==> src/rtl/alu_pipe_pkg.sv <==
// alu_pipe_pkg: shared types for the registered ALU.
// Opcodes, FSM states and the packed status-flag bundle.
package alu_pipe_pkg;

    typedef enum logic [3:0] {
        OP_ADD = 4'd0,
        OP_SUB = 4'd1,
        OP_INC = 4'd2,
        OP_DEC = 4'd3,
        OP_INV = 4'd4,
        OP_AND = 4'd5,
        OP_OR  = 4'd6,
        OP_XOR = 4'd7,
        OP_SHL = 4'd8,
        OP_SHR = 4'd9,
        OP_MUL = 4'd10
    } alu_op_e;

    typedef enum logic {
        IDLE = 1'b0,
        MUL  = 1'b1
    } state_e;

    typedef struct packed {
        logic v;
        logic c;
        logic nf;
        logic z;
    } flags_t;

    localparam int FLAG_V  = 3;
    localparam int FLAG_C  = 2;
    localparam int FLAG_NF = 1;
    localparam int FLAG_Z  = 0;

endpackage

==> src/rtl/alu_pipe_mul.sv <==
// alu_pipe_mul: N-iteration shift-add unsigned multiplier.
// Ports: start/a/b load a job; done is high for the cycle product is final.
module alu_pipe_mul
    import alu_pipe_pkg::*;
#(
    parameter int N = 8
) (
    input  logic           clk,
    input  logic           rst,
    input  logic           start,
    input  logic [N-1:0]   a,
    input  logic [N-1:0]   b,
    output logic           done,
    output logic [2*N-1:0] product
);

    localparam int CW = $clog2(N + 1);
    localparam logic [CW-1:0] CNT_LAST = CW'(N);

    logic           running;
    logic [CW-1:0]  cnt;
    logic [2*N-1:0] mcand;
    logic [N-1:0]   mplier;
    logic [2*N-1:0] prod;

    // The loading edge already performs the first iteration, so the
    // product is final after N edges and can be written on the next one.
    assign done    = running && (cnt == CNT_LAST);
    assign product = prod;

    always_ff @(posedge clk) begin
        if (rst) begin
            running <= 1'b0;
            cnt     <= '0;
            mcand   <= '0;
            mplier  <= '0;
            prod    <= '0;
        end else if (start) begin
            running <= 1'b1;
            cnt     <= CW'(1);
            prod    <= b[0] ? {{N{1'b0}}, a} : '0;
            mcand   <= {{(N-1){1'b0}}, a, 1'b0};
            mplier  <= {1'b0, b[N-1:1]};
        end else if (running) begin
            if (done) begin
                running <= 1'b0;
            end else begin
                if (mplier[0]) begin
                    prod <= prod + mcand;
                end
                mcand  <= {mcand[2*N-2:0], 1'b0};
                mplier <= {1'b0, mplier[N-1:1]};
                cnt    <= cnt + CW'(1);
            end
        end
    end

endmodule

==> src/rtl/alu_pipe.sv <==
// alu_pipe: registered N-bit ALU with valid/ready, flags, accumulator, MUL.
// Ports: in_valid/in_ready + A/B/opcode/use_acc in; out_valid/out_ready + Y/flags out; busy.
module alu_pipe
    import alu_pipe_pkg::*;
#(
    parameter int N = 8
) (
    input  logic         clk,
    input  logic         rst,
    input  logic         in_valid,
    output logic         in_ready,
    input  logic [N-1:0] A,
    input  logic [N-1:0] B,
    input  logic [3:0]   opcode,
    input  logic         use_acc,
    output logic         out_valid,
    input  logic         out_ready,
    output logic [N-1:0] Y,
    output logic [3:0]   flags,
    output logic         busy
);

    state_e         state_q;
    logic [N-1:0]   acc_q;
    logic [N-1:0]   y_q;
    flags_t         flags_q;
    logic           valid_q;

    logic [N-1:0]   b_eff;
    logic           accept;
    logic           is_mul;
    logic           mul_done;
    logic [2*N-1:0] mul_prod;
    logic           wr_res;

    logic [N:0]     sum_w;
    logic [N-1:0]   sc_y;
    logic           sc_c;
    logic           sc_v;
    logic           sc_legal;

    logic [N-1:0]   res_y;
    flags_t         res_f;

    assign b_eff     = use_acc ? acc_q : B;
    assign in_ready  = !rst && (state_q == IDLE) && (!valid_q || out_ready);
    assign accept    = in_valid && in_ready;
    assign is_mul    = (opcode == OP_MUL);
    assign busy      = (state_q == MUL);
    assign out_valid = valid_q;
    assign Y         = y_q;
    assign flags     = flags_q;

    alu_pipe_mul #(.N(N)) u_mul (
        .clk     (clk),
        .rst     (rst),
        .start   (accept && is_mul),
        .a       (A),
        .b       (b_eff),
        .done    (mul_done),
        .product (mul_prod)
    );

    always_comb begin
        sum_w    = '0;
        sc_y     = '0;
        sc_c     = 1'b0;
        sc_v     = 1'b0;
        sc_legal = 1'b1;
        unique case (opcode)
            OP_ADD: begin
                sum_w = {1'b0, A} + {1'b0, b_eff};
                sc_y  = sum_w[N-1:0];
                sc_c  = sum_w[N];
                sc_v  = (A[N-1] == b_eff[N-1]) && (sc_y[N-1] != A[N-1]);
            end
            OP_SUB: begin
                sc_y = A - b_eff;
                sc_c = (A < b_eff);
                sc_v = (A[N-1] != b_eff[N-1]) && (sc_y[N-1] != A[N-1]);
            end
            OP_INC: begin
                sum_w = {1'b0, A} + (N+1)'(1);
                sc_y  = sum_w[N-1:0];
                sc_c  = sum_w[N];
                sc_v  = !A[N-1] && sc_y[N-1];
            end
            OP_DEC: begin
                sc_y = A - N'(1);
                sc_c = (A == '0);
                sc_v = A[N-1] && !sc_y[N-1];
            end
            OP_INV: sc_y = ~A;
            OP_AND: sc_y = A & b_eff;
            OP_OR:  sc_y = A | b_eff;
            OP_XOR: sc_y = A ^ b_eff;
            OP_SHL: begin
                sc_y = {A[N-2:0], 1'b0};
                sc_c = A[N-1];
            end
            OP_SHR: begin
                sc_y = {1'b0, A[N-1:1]};
                sc_c = A[0];
            end
            // MUL is finished by the multiplier; 11..15 are illegal.
            default: sc_legal = 1'b0;
        endcase
    end

    // Illegal ops fall through with Y=0, which yields flags 0001.
    always_comb begin
        res_y   = '0;
        res_f   = '0;
        if (state_q == MUL) begin
            res_y   = mul_prod[N-1:0];
            res_f.c = |mul_prod[2*N-1:N];
        end else if (sc_legal) begin
            res_y   = sc_y;
            res_f.c = sc_c;
            res_f.v = sc_v;
        end
        res_f.z  = (res_y == '0);
        res_f.nf = res_y[N-1];
    end

    assign wr_res = (accept && !is_mul) || ((state_q == MUL) && mul_done);

    always_ff @(posedge clk) begin
        if (rst) begin
            state_q <= IDLE;
            acc_q   <= '0;
            y_q     <= '0;
            flags_q <= '0;
            valid_q <= 1'b0;
        end else begin
            if (wr_res) begin
                y_q     <= res_y;
                flags_q <= res_f;
                acc_q   <= res_y;
                valid_q <= 1'b1;
            end else if (out_ready) begin
                valid_q <= 1'b0;
            end
            unique case (state_q)
                IDLE:    if (accept && is_mul) state_q <= MUL;
                MUL:     if (mul_done) state_q <= IDLE;
                default: state_q <= IDLE;
            endcase
        end
    end

endmodule

==> config.mk <==
export PLATFORM = sky130hd
export DESIGN_NAME = alu_pipe
export DESIGN_NICKNAME = d
export VERILOG_FILES = /design/src/rtl/alu_pipe_pkg.sv /design/src/rtl/alu_pipe_mul.sv /design/src/rtl/alu_pipe.sv
export SDC_FILE = /design/constraint.sdc
export NUM_CORES = 1
export LEC_CHECK = 0
export BUFFER_PORTS_ARGS = -buffer_cell sky130_fd_sc_hd__buf_2
export CORE_ASPECT_RATIO = 0.8
export CORE_MARGIN = 8
export CORE_UTILIZATION = 35
export CTS_BUF_LIST = sky130_fd_sc_hd__clkbuf_4 sky130_fd_sc_hd__clkbuf_8
export CTS_CLUSTER_SIZE = 10
export DETAILED_ROUTE_END_ITERATION = 10
export GPL_TIMING_DRIVEN = 1
export PLACE_DENSITY = 0.59
export SYNTH_ARGS = -nofsm -noshare
export SYNTH_HDL_FRONTEND = slang
export SYNTH_HIERARCHICAL = 1
export SYNTH_SLANG_ARGS = --single-unit
==> constraint.sdc <==
create_clock -name clk -period 3.9 [get_ports clk]
set_input_delay 0 -clock clk [delete_from_list [all_inputs] [get_ports clk]]
set_output_delay 0 -clock clk [all_outputs]
set_load 0.01 [all_outputs]
==> results of run 1 <==
## registers in the layout (all words and copies together), names as in the netlist
register       flops
flags              3
u_mul/cnt          4
busy               1
Y                  8
out_valid          1
u_mul/product     16
u_mul/mplier       7
u_mul/mcand       15
u_mul/running      1
## per-stage QoR
stage	instance area (µm²)	worst slack [ns]	util [%]	hold WS, ns
floorplan	5106	1.136	-	0.06514
global placement	5379	0.7137	37.75	0.3436
detailed placement	5379	0.4845	37.75	0.3475
CTS	5460	0.5224	38.32	0.0001497
global route	5460	0.1412	38.32	0.05650
finish	5460	0.4370	38.32	0.01773
## worst max-delay path: cells and delay by family (launching register included)
family,cells,cell delay [ns]
AO/OA/AOI/OAI,4,1.23
adder cells (fa/ha/maj),2,0.71
buffers and inverters,1,0.23
flip-flops,1,0.33
multiplexers,1,0.21
AND/OR/NAND/NOR,3,0.70
## metal layers
layer,GRT usage [%],up-vias,wire (µm)
met5,0,-,0
met4,5.799,0,374
met3,3.050,25,1108
met2,25.06,210,6627
met1,25.30,2374,8036
li1,-,2458,-
## area by class of cell
| type | count | area (µm²) |
|---|---|---|
| clock buffers | 5 | 68.82 |
| clock inverters | 2 | 12.51 |
| fillers | 1500 | 8788 |
| inverters | 36 | 135.1 |
| multi-input cells | 543 | 3660 |
| flip-flops and latches | 56 | 1121 |
| well taps | 184 | 230.2 |
| repair buffers | 44 | 232.7 |
## path summary, 6_finish.rpt
check | startpoint | to | slack, ns | cells past startpoint
min | out_ready | out_valid | 0.02 | 4
max reg2reg | Y[0] | flags[0] | 0.44 | 11
min reg2reg | u_mul/mcand[15] | u_mul/mcand[15] | 0.48 | 2
max | Y[0] | flags[0] | 0.44 | 11
## power by group through the flow
stage	combinational (µW)	clock, µW	sequential [µW]
after floorplan	256	0	602
after global placement	364	0	600
after detailed placement	365	0	601
after CTS	367	333	588
after global routing	406	363	589
final	372	320	587
## synthesized netlist by cell type, drive strengths merged (9+ instances only)
cell and count:
clkbuf 31, nor2 74, mux2i 15, inv 36
o21ai 23, a221oi 10, nand3 13, ha 49
a21oi 74, a211oi 14, nor3 15, buf 15
xnor2 15, nor2b 15, nand2 85, a31oi 10
dfxtp 56, xor2 9
## cell families after synthesis
kind of cell             Yosys count
flip-flops                        56
XOR/XNOR                          25
AND/OR/NAND/NOR                  257
AO/OA/AOI/OAI                    191
multiplexers                      18
buffers and inverters             82
adder cells (fa/ha/maj)           52
==> flow_summary.yaml, run 1 <==
power_and_ir_drop:
  ir_worst_vdd_mv: 0.1453
  p_comb_share_pct: 29.1
  power.density_nw_per_um2: 234.3
  power_uw: 1280
  p_leak_uw: 0.002179
  power_switching_uw: 438.5
  p_int_uw: 841.1
  pwr-share-seq_pct: 45.9
  p_sw_share_pct: 34.27
  power.share.clock_pct: 25.0
clocking:
  clock_path_buffers: 2
  cts_root_buf: "clkbuf_8"
  numCtsBuffers: 5
  cts_tree: "built"
  cts_setup_buffers: 0
  path_clk_slew_ns: 0.10
  postCtsHoldBufs: 0
  clk_latency_ns: 0.32
  clock-sinks: 56
  htree_levels: 2
  post_cts_resized: 0
logic_synthesis:
  netlist_area_um2: 5106
  synth_top_family_by_area: "compound AO/OA/AOI/OAI gates"
  yosysTopAreaCell: "dfxtp_1"
  synth_compound_area_share_pct: 25.09
  yosysSeqAreaShare_pct: 21.96
  avgSynthCellArea_um2: 7.498
  synth-async-reset-ratio_pct: 0
  synthSimpleGateAreaFrac_pct: 24.65
  synth_cell_types: 80
  synthCells: 681
  synth_xor_area_share_pct: 4.558
  synth.area.top_cells: "dfxtp_1 22%, ha_1 12%, a21oi_1 7.2%"
  synth.mux.area_fraction_pct: 4.043
  synth_edf_count: 0
  synthFlopType: "dfxtp_1"
  ys_seq_elements: 56
  postSynthNetCount: 758
  synthAdderAreaFrac_pct: 13.18
  ys_warn_count: 6
  yosysTopAreaCellShare_pct: 21.96
grt:
  grt_max_degree: 42
  grt_overflow: 0
  grt_pass1_vias: 4835
  grt_pass1_wl_mm: 25.94
  track_usage_pct: 17.33
  antenna_found_initial: 0
min_path:
  hold_class: "primary input to flop"
critical_path:
  start_kind: "flop"
  arrival_ns: 3.73
  cp-end-kind: "flop"
  crit_fanout: 10
  crit_path_max_incr_delay_ns: 0.58
  cp_common_cell: "a221oi_1"
  path_class: "flop to flop"
  crit_required_ns: 4.17
  crit_slowest_cell: "a221oi_1"
  cp_cell_sequence: "mux2i_1, inv_1, ha_1, fa_1, or2_1, a221oi_1, nor4b_1, a221oi_1, a31oi_1, nor4_1, a32o_2"
die:
  ios: 40
  start_util_pct: 35.84
  die_x_um: 151.0
  design.core.area_um2: 14250
  rows: 39
  die_h_um: 124.0
  die_area_um2: 18730
route:
  routed_via_density: 5.824
  first_pass_iters: 5
  vias: 5067
  drt_iter0_markers: 521
  wl_mm: 16.15
  drtAntennaViolNets: 0
  drcViolationCount: 0
  post_drt_wl_per_cell_um: 18.56
placed_design:
  hpwl_mm: 12.04
  io_buffers: 39
  gp_congestion: 0.8908
  numPlacedInstances: 863
timing:
  tightest_slew_ns: 0.9666
  tns_ns: 0
  hold_viol: 0
  min_period_over_period_pct: 88.80
  setup_viol: 0
  max_freq_mhz: 288.8
  clock_skew_ns: 0.006064
  fin_crit_ns: 3.463
  slew_viol_final: 0
  max-slew-margin-rel_pct: 35.40
  rsz0062_at_grt: "false"
layout:
  layout_common_cells: "84 x nand2_1, 73 x a21oi_1, 72 x nor2_1"
  final_common_cell: "nand2_1"
  antenna_cells: 0
  final_layout_size_suffix_gt1_share_pct: 10.64
  syn_to_final_growth_pct: 6.935
  fin_cells: 870
  final_nets: 763
run_status:
  outcome: "completed"
run:
  maxCapViolations: 0
Power figures use the tool's default switching activity.
==> run 2, diff against run 1 <==
==> constraint.sdc (replaced) <==
create_clock -name clk -period 3.35 [get_ports clk]
set_input_delay 0 -clock clk [delete_from_list [all_inputs] [get_ports clk]]
set_output_delay 0 -clock clk [all_outputs]
set_load 0.01 [all_outputs]
==> run 2 against run 1 <==
Largest power group unchanged. Setup slack lost 0.18 ns. Sequential share of layout area shrank 0.48 points. Largest cell class unchanged. Global-route usage is essentially flat.
==> flow_summary.yaml, run 2 (synthesis gave the netlist of run 1 again) <==
critical_path:
  crit_slowest_cell: "fa_1"
  start_kind: "flop"
  arrival_ns: 3.37
  cp-end-kind: "flop"
  cp.buffers_inverters: 1
  cp_cell_sequence: "mux2i_1, inv_1, ha_1, fa_1, xor2_1, a222oi_1, o311ai_0, a221oi_1, o2111ai_1, nor4_1, a32o_2"
  regToRegSetupSlack_ns: 0.25
  crit_path_max_incr_delay_ns: 0.42
  r2r-start: "Y[0]"
  reg2reg_to: "flags[0]"
  crit_fanout: 3
  crit_family: "compound AO/OA/AOI/OAI gates"
  rr_worst_depth: 11
  path_class: "flop to flop"
  crit_required_ns: 3.62
timing:
  hold_viol: 0
  fin_crit_ns: 3.096
  tightest_slew_ns: 0.9921
  tns_ns: 0
  clock_skew_ns: 0.009045
  slew_viol_final: 0
  min_period_over_period_pct: 92.42
  max-slew-margin-rel_pct: 32.93
  rsz0062_at_grt: "false"
  setup_viol: 0
  max_freq_mhz: 323.0
route:
  first_pass_iters: 5
  drcViolationCount: 0
  post_drt_wl_per_cell_um: 18.24
  routed_via_density: 5.772
  vias: 5068
  wl_mm: 16.02
  drt_iter0_markers: 693
  drtAntennaViolNets: 0
clocking:
  clock-sinks: 56
  path_clk_slew_ns: 0.11
  postCtsHoldBufs: 0
  numCtsBuffers: 5
  cts_root_buf: "clkbuf_8"
  clk_latency_ns: 0.31
  cts_tree: "built"
  clock_path_buffers: 2
  htree_levels: 2
  cts_setup_buffers: 0
  post_cts_resized: 0
layout:
  antenna_cells: 0
  largest_register_ffs: 16
  final_nets: 770
  fin_area_um2: 5590
  final_layout_size_suffix_gt1_share_pct: 11.67
  final_common_cell: "nand2_1"
  layout_common_cells: "84 x nand2_1, 73 x a21oi_1, 72 x nor2_1"
  syn_to_final_growth_pct: 9.483
die:
  rows: 39
  design.core.area_um2: 14250
  die_h_um: 124.0
  die_x_um: 151.0
  ios: 40
  die_area_um2: 18730
  start_util_pct: 35.84
min_path:
  hold_class: "primary input to flop"
  hold_end: "out_valid"
  holdPathStages: 4
  worstHoldStart: "out_ready"
placed_design:
  placed_area_um2: 5431
  hpwl_mm: 12.18
  io_buffers: 39
  gp_congestion: 0.9906
grt:
  grt_max_degree: 42
  grt_pass1_vias: 4764
  grt_overflow: 0
  grt_pass1_wl_mm: 25.90
  antenna_found_initial: 0
  track_usage_pct: 17.33
power_and_ir_drop:
  power_uw: 1739
  power.density_nw_per_um2: 311.1
  ir_worst_vdd_mv: 0.2164
  p_leak_uw: 0.002252
run:
  maxCapViolations: 0
run_status:
  outcome: "completed"
==> run 2: changes by cell type in the layout (fill, tap and decap cells not counted) <==
cell / change
bufinv_16: +3
buf_4: +7
clkinvlp_4: -1
clkinv_2: -1
==> run 2: worst max-delay path by stage <==
stage | startpoint | to | slack, ns | depth (start not counted)
global placement | Y[0] | flags[0] | 0.46 | 11
CTS | Y[0] | flags[0] | 0.27 | 11
floorplan | use_acc | flags[0] | 0.59 | 12
detailed placement | Y[0] | flags[0] | 0.29 | 11
finish | Y[0] | flags[0] | 0.25 | 11
global route | Y[0] | flags[0] | 0.02 | 11
==> run 2: cell type report <==
type,count,area (µm²)
flip-flops and latches,56,1121
multi-input cells,543,3660
well taps,184,230.2
clock inverters,3,90.09
inverters,36,135.1
fillers,1510,8658
repair buffers,51,285.3
clock buffers,5,68.82
==> run 2: where the power goes <==
group	leakage, µW	internal, µW	switching, µW
combinational	0.00172	169	273
sequential	0.000452	676	8.38
clock	0.0000784	374	239
total	0.00225	1220	521
==> run 2: routing by layer <==
| layer | wire length, µm | vias to the layer above | GRT usage [%] | part of all wire [%] |
|---|---|---|---|---|
| met5 | 0 | - | 0 | 0 |
| met4 | 212 | 0 | 3.270 | 1.3 |
| met3 | 1276 | 18 | 3.232 | 8.0 |
| met2 | 6641 | 200 | 25.53 | 41 |
| met1 | 7887 | 2390 | 25.69 | 49 |
| li1 | - | 2460 | - | - |
==> run 2: metrics by stage <==
stage	instances	utilization, %	setup WS (ns)	hold slack, ns
3_5_place_dp	870	38.12	0.2931	0.3589
6_report	878	39.23	0.2540	0.02865
5_1_grt	878	39.23	0.01707	0.02785
2_1_floorplan	681	-	0.5859	0.06514
3_3_place_gp	870	38.12	0.4634	0.3553
4_1_cts	878	39.23	0.2656	0.02036
==> run 2: tightest hold or removal path: stages <==
cell     delay (ns)
buf_2          0.08
nor2b_1        0.08
nor2_1         0.11
nor2_1         0.04
==> run 3, diff against run 2 <==
--- a/config.mk
+++ b/config.mk
@@ -7,13 +7,12 @@
 export LEC_CHECK = 0
 export BUFFER_PORTS_ARGS = -buffer_cell sky130_fd_sc_hd__buf_2
 export CORE_ASPECT_RATIO = 0.8
-export CORE_MARGIN = 8
-export CORE_UTILIZATION = 35
+export CORE_UTILIZATION = 41
 export CTS_BUF_LIST = sky130_fd_sc_hd__clkbuf_4 sky130_fd_sc_hd__clkbuf_8
 export CTS_CLUSTER_SIZE = 10
 export DETAILED_ROUTE_END_ITERATION = 10
 export GPL_TIMING_DRIVEN = 1
-export PLACE_DENSITY = 0.59
+export PLACE_DENSITY = 0.66
 export SYNTH_ARGS = -nofsm -noshare
 export SYNTH_HDL_FRONTEND = slang
 export SYNTH_HIERARCHICAL = 1
==> run 3 against run 2 <==
Largest power group unchanged. Via count down 0.18%. Design area down 2.0%. Sequential power about the same. Clock power down 34%. Global-route usage up 7.1 points. Count of clock-buffer cells in the layout up 2. Core utilization up 5.8 points. Combinational power down 2%.
==> flow_summary.yaml, run 3 (synthesis gave the netlist of run 1 again) <==
power_and_ir_drop:
  p_leak_uw: 0.002211
  ir_worst_vdd_mv: 0.1418
  power.density_nw_per_um2: 278.2
clocking:
  cts_root_buf: "clkbuf_8"
  clock-sinks: 56
  clock_path_buffers: 2
  cts_tree: "built"
  clk_latency_ns: 0.32
  postCtsHoldBufs: 0
  numCtsBuffers: 5
  htree_levels: 2
  path_clk_slew_ns: 0.10
critical_path:
  start_kind: "flop"
  crit_fanout: 3
  path_class: "flop to flop"
  cp-end-kind: "flop"
  regToRegSetupSlack_ns: 0.23
  crit_required_ns: 3.63
  arrival_ns: 3.40
die:
  die_x_um: 126.8
  design.core.area_um2: 12160
  die_area_um2: 12910
  ios: 40
  die_h_um: 101.8
  rows: 36
  start_util_pct: 41.99
layout:
  fillCellCount: 1183
  syn_to_final_growth_pct: 7.278
  layout_common_cells: "84 x nand2_1, 73 x a21oi_1, 72 x nor2_1"
  post-route-util_pct: 45.04
  largest_register_ffs: 16
  register_area_um2: 1121
  final_common_cell: "nand2_1"
  fin_cells: 842
  final_nets: 767
  final_layout_size_suffix_gt1_share_pct: 11.45
  multi_input_area_um2: 3672
  antenna_cells: 0
timing:
  finalWorstSetupSlack_ns: 0.2259
  max_freq_mhz: 320.1
  setup_viol: 0
  slew_viol_final: 0
  hold_viol: 0
  min_period_over_period_pct: 93.26
  fin_crit_ns: 3.124
  fin_hold_ws_ns: 0.01064
  tightest_slew_ns: 0.9402
  max-slew-margin-rel_pct: 37.17
  clock_skew_ns: 0.01042
grt:
  busiest_layer: "met1"
  track_usage_pct: 24.38
  met2_usage_pct: 36.42
  use_met1_pct: 37.02
  grt_pass1_wl_mm: 24.98
  grt_overflow: 0
  grt_pass1_vias: 4666
  grt_max_degree: 50
  globalRouteMet3Util_pct: 2.775
  antenna_found_initial: 0
min_path:
  hold_class: "primary input to flop"
route:
  drtAntennaViolNets: 0
  drcViolationCount: 0
  vias: 5059
  drt_iter0_markers: 548
  wl_mm: 15.11
  first_pass_iters: 5
  routed_via_density: 6.008
  post_drt_wl_per_cell_um: 17.95
placed_design:
  numPlacedInstances: 834
  pre_cts_slack_ns: 0.2020
  hpwl_mm: 11.46
  io_buffers: 39
  gp_congestion: 1.035
run_status:
  outcome: "completed"
run:
  maxCapViolations: 0
==> run 3: through the flow <==
step | power, µW | TNS (ns) | cell area (µm²)
after CTS | 1526 | 0 | 5458
after detailed placement | 1120 | 0 | 5361
after global placement | 1115 | 0 | 5361
after global routing | 1610 | -0.005299 | 5478
final | 1524 | 0 | 5478
after floorplan | 999.6 | 0 | 5106
==> run 3: worst paths after layout <==
path | from | endpoint | cells past startpoint
worst max register to register | Y[0] | flags[0] | 11
worst min register to register | flags[3] | flags[3] | 2
worst max-delay path | Y[0] | flags[0] | 11
worst min-delay path | out_ready | out_valid | 4
==> run 3: per-layer routing <==
layer / vias to the layer above / routed length, µm / part of all wire, %
met5: - / 0 / 0
met2: 219 / 6261 / 41
met4: 0 / 202 / 1.3
li1: 2461 / - / -
met1: 2357 / 7503 / 50
met3: 22 / 1144 / 7.6
==> run 3: report_power, final <==
group | internal [µW] | switching, µW | total [µW]
Clock | 185 | 220 | 405
Sequential | 675 | 9.35 | 685
Combinational | 166 | 268 | 434
Total | 1030 | 497 | 1520
==> run 3: layout make-up <==
cell class / count / share of cell area [%]
multi-input cells: 543 / 67.04
clock buffers: 7 / 1.759
inverters: 36 / 2.467
flip-flops and latches: 56 / 20.47
well taps: 152 / 3.472
repair buffers: 48 / 4.797
==> run 3: timing repair <==
item,in CTS,in global routing
setup endpoints to repair,0,1
resized for setup,0,2
setup buffers,0,1
==> run 3: worst max-delay path, stage by stage, from the launching register on <==
cell       delay, ns
dfxtp_1         0.34
mux2i_1         0.21
inv_1           0.12
ha_1            0.25
fa_1            0.43
xor2_1          0.16
a222oi_1        0.27
o311ai_0        0.23
a221oi_1        0.39
o2111ai_1       0.29
nor4_2          0.22
a32o_2          0.19
